[src/rtl/trb_mem_ctrl.sv]
// trb_mem_ctrl: memory-side controller behind the Tracer.
// Trace mode captures a circular pre/post-trigger window and lets the host
// read it back oldest-first. Stream mode turns the same word memory into a
// host-fed FIFO that the Tracer drains through one-cycle load grants.
module trb_mem_ctrl #(
  parameter int TRB_WIDTH = 32,
  parameter int TRB_DEPTH = 64,
  localparam int AW = $clog2(TRB_DEPTH),
  localparam int PW = $clog2(TRB_WIDTH)
) (
  input  logic                 CLK_I,
  input  logic                 RST_I,
  input  logic                 MODE_I,
  input  logic                 ARM_I,
  input  logic [AW-1:0]        DELAY_I,
  input  logic                 STORE_I,
  input  logic [TRB_WIDTH-1:0] DATA_I,
  output logic                 STORE_PERM_O,
  input  logic                 TRG_EVENT_I,
  input  logic [PW-1:0]        EVENT_POS_I,
  output logic                 TRG_DELAYED_O,
  input  logic                 LOAD_REQUEST_I,
  output logic                 LOAD_GRANT_O,
  output logic [TRB_WIDTH-1:0] DATA_O,
  input  logic                 HOST_WR_I,
  input  logic [TRB_WIDTH-1:0] HOST_DATA_I,
  output logic                 HOST_WRITE_READY_O,
  input  logic                 HOST_RD_I,
  output logic [TRB_WIDTH-1:0] HOST_DATA_O,
  output logic                 HOST_READ_VALID_O,
  output logic [AW-1:0]        TRG_ADDR_O,
  output logic [PW-1:0]        TRG_POS_O
);

  localparam logic [AW:0] DEPTH_C = (AW+1)'(TRB_DEPTH);

  typedef enum logic [2:0] {
    S_IDLE   = 3'd0,
    S_ARMED  = 3'd1,
    S_POST   = 3'd2,
    S_DONE   = 3'd3,
    S_STREAM = 3'd4
  } state_t;

  state_t               r_state;
  state_t               w_state_nxt;

  logic [TRB_WIDTH-1:0] r_mem [TRB_DEPTH];

  logic [AW-1:0]        r_delay;
  logic [AW-1:0]        r_wptr;
  logic [AW-1:0]        r_rptr;
  logic [AW:0]          r_fill;
  logic [AW-1:0]        r_post_cnt;
  logic [AW:0]          r_remain;
  logic                 r_store_perm;
  logic                 r_trg_delayed;
  logic                 r_load_grant;
  logic [TRB_WIDTH-1:0] r_data_o;
  logic [AW-1:0]        r_trg_addr;
  logic [PW-1:0]        r_trg_pos;

  logic                 w_store;
  logic                 w_trig;
  logic                 w_wr_ready;
  logic                 w_host_wr;
  logic                 w_grant;
  logic                 w_rd_valid;
  logic                 w_host_rd;
  logic [AW-1:0]        w_wptr_inc;
  logic [AW:0]          w_fill_store;
  logic [AW-1:0]        w_post_inc;
  logic                 w_enter_done;
  logic                 w_store_perm_nxt;
  logic                 w_trg_delayed_nxt;
  logic                 w_load_grant_nxt;
  logic                 w_mem_we;
  logic [TRB_WIDTH-1:0] w_mem_wdata;

  // Qualified events and pointer arithmetic shared by the FSM and datapath.
  // Store permission is only ever high in ARMED/POST, so w_store implies a
  // capture state; pointers are power-of-two sized and wrap by overflow.
  always_comb begin
    w_store      = STORE_I & r_store_perm & ~ARM_I;
    w_trig       = w_store & TRG_EVENT_I & (r_state == S_ARMED);
    w_wr_ready   = (r_state == S_STREAM) & (r_fill != DEPTH_C);
    w_host_wr    = HOST_WR_I & w_wr_ready & ~ARM_I;
    w_grant      = (r_state == S_STREAM) & LOAD_REQUEST_I & (r_fill != '0)
                   & ~r_load_grant & ~ARM_I;
    w_rd_valid   = (r_state == S_DONE) & (r_remain != '0);
    w_host_rd    = HOST_RD_I & w_rd_valid & ~ARM_I;
    w_wptr_inc   = r_wptr + 1'b1;
    w_fill_store = (r_fill == DEPTH_C) ? r_fill : r_fill + 1'b1;
    w_post_inc   = r_post_cnt + 1'b1;
    w_enter_done = (w_trig & (r_delay == '0)) |
                   ((r_state == S_POST) & w_store & (w_post_inc == r_delay));
  end

  // State register.
  always_ff @(posedge CLK_I or posedge RST_I) begin
    if (RST_I) r_state <= S_IDLE;
    else       r_state <= w_state_nxt;
  end

  // Next-state logic; ARM_I restarts the run from any state.
  always_comb begin
    w_state_nxt = r_state;
    if (ARM_I) begin
      w_state_nxt = MODE_I ? S_STREAM : S_ARMED;
    end else begin
      case (r_state)
        S_ARMED: if (w_trig)       w_state_nxt = (r_delay == '0) ? S_DONE : S_POST;
        S_POST:  if (w_enter_done) w_state_nxt = S_DONE;
        default: w_state_nxt = r_state;
      endcase
    end
  end

  // Output decode: next values of the registered handshakes follow the next state.
  always_comb begin
    w_store_perm_nxt  = (w_state_nxt == S_ARMED) | (w_state_nxt == S_POST);
    w_trg_delayed_nxt = (w_state_nxt == S_DONE);
    w_load_grant_nxt  = w_grant;
  end

  // Registered Tracer-facing handshakes.
  always_ff @(posedge CLK_I or posedge RST_I) begin
    if (RST_I) begin
      r_store_perm  <= 1'b0;
      r_trg_delayed <= 1'b0;
      r_load_grant  <= 1'b0;
    end else begin
      r_store_perm  <= w_store_perm_nxt;
      r_trg_delayed <= w_trg_delayed_nxt;
      r_load_grant  <= w_load_grant_nxt;
    end
  end

  // Pointers, fill/count, trigger latches and the Tracer load data register.
  always_ff @(posedge CLK_I or posedge RST_I) begin
    if (RST_I) begin
      r_delay    <= '0;
      r_wptr     <= '0;
      r_rptr     <= '0;
      r_fill     <= '0;
      r_post_cnt <= '0;
      r_remain   <= '0;
      r_trg_addr <= '0;
      r_trg_pos  <= '0;
      r_data_o   <= '0;
    end else if (ARM_I) begin
      r_delay    <= DELAY_I;
      r_wptr     <= '0;
      r_rptr     <= '0;
      r_fill     <= '0;
      r_post_cnt <= '0;
      r_remain   <= '0;
      r_trg_addr <= '0;
      r_trg_pos  <= '0;
    end else begin
      case (r_state)
        S_ARMED, S_POST: begin
          if (w_store) begin
            r_wptr <= w_wptr_inc;
            r_fill <= w_fill_store;
            if (r_state == S_POST) r_post_cnt <= w_post_inc;
          end
          if (w_trig) begin
            r_trg_addr <= r_wptr;
            r_trg_pos  <= EVENT_POS_I;
            r_post_cnt <= '0;
          end
          // A full buffer has wrapped, so the oldest word sits at the write pointer.
          if (w_enter_done) begin
            r_rptr   <= (w_fill_store == DEPTH_C) ? w_wptr_inc : '0;
            r_remain <= w_fill_store;
          end
        end
        S_DONE: begin
          if (w_host_rd) begin
            r_rptr   <= r_rptr + 1'b1;
            r_remain <= r_remain - 1'b1;
          end
        end
        S_STREAM: begin
          if (w_host_wr) r_wptr <= w_wptr_inc;
          if (w_grant) begin
            r_data_o <= r_mem[r_rptr];
            r_rptr   <= r_rptr + 1'b1;
          end
          case ({w_host_wr, w_grant})
            2'b10:   r_fill <= r_fill + 1'b1;
            2'b01:   r_fill <= r_fill - 1'b1;
            default: r_fill <= r_fill;
          endcase
        end
        default: ;
      endcase
    end
  end

  // Single write port shared by trace stores and host stream writes.
  always_comb begin
    w_mem_we    = w_store | w_host_wr;
    w_mem_wdata = (r_state == S_STREAM) ? HOST_DATA_I : DATA_I;
  end

  // Word memory; contents are not reset.
  always_ff @(posedge CLK_I) begin
    if (w_mem_we) r_mem[r_wptr] <= w_mem_wdata;
  end

  assign STORE_PERM_O       = r_store_perm;
  assign TRG_DELAYED_O      = r_trg_delayed;
  assign LOAD_GRANT_O       = r_load_grant;
  assign DATA_O             = r_data_o;
  assign HOST_WRITE_READY_O = w_wr_ready;
  assign HOST_READ_VALID_O  = w_rd_valid;
  assign HOST_DATA_O        = w_rd_valid ? r_mem[r_rptr] : '0;
  assign TRG_ADDR_O         = r_trg_addr;
  assign TRG_POS_O          = r_trg_pos;

endmodule

[config.mk]
export PLATFORM = sky130hd
export DESIGN_NAME = trb_mem_ctrl
export DESIGN_NICKNAME = d
export VERILOG_FILES = /design/src/rtl/trb_mem_ctrl.sv
export SDC_FILE = /design/constraint.sdc
export NUM_CORES = 2
export LEC_CHECK = 0
export BUFFER_PORTS_ARGS = -buffer_cell sky130_fd_sc_hd__buf_4
export CAP_MARGIN = 30
export CORE_MARGIN = 1
export CORE_UTILIZATION = 35
export CTS_BUF_LIST = sky130_fd_sc_hd__clkbuf_8
export CTS_CLUSTER_SIZE = 10
export DETAILED_ROUTE_END_ITERATION = 12
export PLACE_DENSITY_LB_ADDON = 0.08
export SYNTH_ARGS = -nofsm -noshare
export SYNTH_HDL_FRONTEND = slang
export SYNTH_SLANG_ARGS = --single-unit
[constraint.sdc]
create_clock -name CLK_I -period 4.4 [get_ports CLK_I]
set_input_delay 0.44 -clock CLK_I [delete_from_list [all_inputs] [get_ports CLK_I]]
set_output_delay 0.44 -clock CLK_I [all_outputs]
set_load 0.01 [all_outputs]
==> flow_results.org <==
** Worst hold path
- In this run the worst hold path is classified as in2reg.
- Hold-critical path depth :: 3

** Routing
- Number of routed nets with antenna violations :: 0
- Final WL :: 254700 µm
- Using the TritonRoute via totals, the vias-per-cell ratio works out to 5.323.
- Number of violations reported at the end of detailed-routing iteration 0 :: 4116
- For this block, the via count after detailed routing is 43870.
- Drc violations :: 0
- The first TritonRoute pass finished after 8 iterations.
- Routed len/inst :: 30.90 µm

** Placement
- In this run the tool buffered the top-level ports with 163 buffer cells.
- OpenSTA, run right after detailed placement, puts the worst setup slack at 0.2130 ns.
- Area after detailed placement :: 90700 µm²
- Post-DP HPWL :: 151300 µm
- Placer Congestion :: 0.7860

** Cells and area
- Fraction of layout instances using a drive strength above 1 :: 0.3188
- Area growth from synthesis to layout :: 19.72%
- Cell area after layout :: 99740 µm²
- Leaving out fill and tap cells, the most frequent cells in the layout are sky130_fd_sc_hd__edfxtp_1, sky130_fd_sc_hd__clkbuf_8, sky130_fd_sc_hd__mux4_2.
- The net count of the finished layout is 4922.
- Leaving out fill and tap cells, the most frequent cell in the layout is sky130_fd_sc_hd__edfxtp_1.

** Floorplan
- Initial core utilization :: 0.3532
- Placeable core region :: 235900 µm²
- Row generation in the floorplan step produced 178 rows.
- Number of top-level pins :: 164
- From bottom edge to top edge, the die measures 489.9 µm.
- From left edge to right edge, the die measures 489.9 µm.
- Area of the die :: 240000 µm²

** Global routing
- Number of global-route vias before repair :: 44010
- Largest net degree at the start of global routing :: 65
- Remaining global-route overflow :: 0
- The first global-routing pass estimated 351000 µm of wire.
- Initial antenna violation count :: 15
- Global-route usage over all layers :: 0.2104

** Outcome
- Failing checks :: negative setup slack
- The run finished, with violations left.

** Clock tree
- Total clock sinks :: 2135
- CTS built an H-tree with a depth of 5.
- CTS max path bufs :: 4
- Worst-path clk slew :: 0.06 ns
- CTS tree :: done
- Root buffer cell :: sky130_fd_sc_hd__clkbuf_8
- The later pin in the worst-skew pair is clocked with a latency of 1.07 ns.
- Clock tree synthesis inserted a total of 382 buffers.

** STA
- At the pin with the least slew margin, the transition time is 1.046 ns.
- Based on the critical path, the design can be clocked at up to 0.2269 GHz.
- Dividing the final minimum period by the clock period gives 1.002.
- The worst path in the final design needs a cycle of 4.408 ns, including I/O delays and setup.
- The final count of pins violating max slew came to 0.
- Post-Route Setup TNS :: -0.007963 ns
- Unrepaired setup endpoints after global routing :: yes
- Across the routed clock network, the largest skew measured is 0.06679 ns.
- Count of final hold-check violations :: 0
- Least setup slack across all paths after layout :: -0.007963 ns
- Setup violations remaining at the end of the flow were counted as 1.
- In this run the tightest slew margin relative to its limit is 0.3024.

** Setup path
- The number of cells on the worst reg-to-reg path is 8.
- Cell with the most instances on the worst path :: sky130_fd_sc_hd__buf_4
- Classification of the worst setup path :: reg2out
- The worst setup path is captured at a primary output.
- Crit path required time :: 3.96 ns
- For the worst setup path, the data arrival time is 3.97 ns.
- Critical-path cell list :: buf_12 > buf_16 > buf_6 > mux4_2 > mux2_2 > o32a_1 > a22oi_1 > buf_4 > a21oi_1 > buf_4 > and2_1 > buf_4
- The largest single stage delay on the critical path is 0.49 ns.
- In this run the worst path has a maximum fanout of 7.
- Worst Setup Start Kind :: flop
- For this design, the slowest cell found on the critical path is sky130_fd_sc_hd__mux4_2.

** Synth
- By area the synthesized netlist is led by sky130_fd_sc_hd__edfxtp_1, sky130_fd_sc_hd__mux4_2, sky130_fd_sc_hd__mux2i_1, sky130_fd_sc_hd__dfrtp_1, sky130_fd_sc_hd__a22oi_1.
- In this run the cell area of the synthesized design comes to 83310 µm².
- The synthesized netlist contains 73 unique library cells.
- Share of synthesized registers carrying an async set or reset :: 0.04075
- Synth Flop Type :: sky130_fd_sc_hd__edfxtp_1
- Yosys mapped a number of flops with a built-in enable equal to 2048.
- Number of warnings issued by yosys :: 0
- After synthesis the netlist holds a flip-flop and latch count of 2135.
- Register area share after synthesis :: 0.7643
- The share of synthesized area in the top cell type comes to 0.7382.
- Synthesis produced a netlist whose cell count is 4168.
- Cell taking the most area after synthesis :: sky130_fd_sc_hd__edfxtp_1
- When the netlist entered floorplanning its net count stood at 4261.
- Syn Area/Cell :: 19.99 µm²

** Power
- For this design the static power due to leakage is 31.95 nW.
- IR drop worst, VDD :: 0.2889 mV
- P per Cell Area :: 431.6 nW/µm²

** Flow run
- Across the run, the number of max-cap violations was 0.
==> layout make-up <==
| type | instances | area [µm²] |
|---|---|---|
| inverters | 14 | 55.05 |
| clock inverters | 242 | 1085 |
| well taps | 3150 | 3941 |
| diodes | 10 | 25.02 |
| flip-flops and latches | 2135 | 63700 |
| multi-input cells | 1766 | 19980 |
| clock buffers | 395 | 5436 |
| repair buffers | 530 | 5514 |
| fillers | 20830 | 136100 |
==> routing by layer <==
metal	wire, µm	GRT usage	vias to the layer above
met2	114900	0.3154	1360
met1	120300	0.3122	23610
li1	-	-	18620
met4	5720	0.05870	0
met5	0	0	-
met3	13780	0.03842	281
==> flip-flops by register name (all words and copies together), names as in the netlist <==
name / flops
r_rptr: 6
r_mem: 2048
TRG_DELAYED_O: 1
DATA_O: 32
r_state: 3
TRG_ADDR_O: 6
r_post_cnt: 6
STORE_PERM_O: 1
TRG_POS_O: 5
r_fill: 7
r_remain: 7
r_wptr: 6
LOAD_GRANT_O: 1
r_delay: 6
==> report_power, final <==
part / internal, mW / switching, mW
clock network: 8.44 / 7.99
registers: 22.8 / 0.0863
logic: 1.47 / 2.27
total: 32.7 / 10.3
==> repair_timing <==
action	4_1_cts	5_1_grt
resized for setup	231	66
setup buffers	30	10
setup endpoints to repair	32	31
hold buffers	37	6
endpoints found under the hold margin	127	84
cloned	15	4
pin swaps	38	24
==> path summary, 6_finish.rpt <==
kind / start / to / slack, ns
setup / recovery: r_rptr[0] / HOST_DATA_O[7] / -0.008
hold / removal: HOST_DATA_I[23] / r_mem[40][23] / 0.13
setup reg to reg: r_fill[0] / r_mem[17][27] / 0.71
hold reg to reg: DATA_O[27] / DATA_O[27] / 0.48
max in group asynchronous: RST_I / r_post_cnt[1] / 2.59
min in group asynchronous: RST_I / r_fill[0] / 0.67
==> cell usage after synthesis, drive strengths merged (25+ instances only) <==
master     n
o21ai     69
mux4     388
nand2    205
a21boi    27
clkbuf   138
a22oi    136
a22o      27
a221oi    25
nor2     130
o32a      32
o22ai    127
buf      118
mux2i    280
dfrtp     87
edfxtp  2048
mux2      48
nor3      42
a21oi     26
==> critical path: cells and delay by family (launching register included) <==
family / cells / cell delay [ns]
buffers and inverters: 6 / 1.02
multiplexers: 2 / 0.80
AO/OA/AOI/OAI: 3 / 0.49
flip-flops: 1 / 0.46
AND/OR/NAND/NOR: 1 / 0.15
==> cells by family (layout without fill, tap and decap cells) <==
| logic type | Yosys count | in the layout | share of synthesized area |
|---|---|---|---|
| AND/OR/NAND/NOR | 482 | 485 | 0.02609 |
| flip-flops | 2135 | 2135 | 0.7643 |
| other | 0 | 10 | 0 |
| buffers and inverters | 270 | 1181 | 0.01487 |
| multiplexers | 716 | 716 | 0.1451 |
| adder cells (fa/ha/maj) | 9 | 9 | 0.001352 |
| XOR/XNOR | 28 | 28 | 0.002944 |
| AO/OA/AOI/OAI | 528 | 528 | 0.04536 |
==> stage by stage <==
step / util / total power, mW / instances / hold slack (ns)
global route: 0.4228 / 44.62 / 8233 / 0.05697
detailed placement: 0.3846 / 26.72 / 7493 / 0.4736
finish: 0.4229 / 43.05 / 8242 / 0.1304
global placement: 0.3837 / 26.67 / 7482 / 0.4662
CTS: 0.4205 / 43.56 / 8212 / 0.004650
floorplan: - / 25.08 / 4168 / 0.4696
Power figures use the tool's default switching activity.
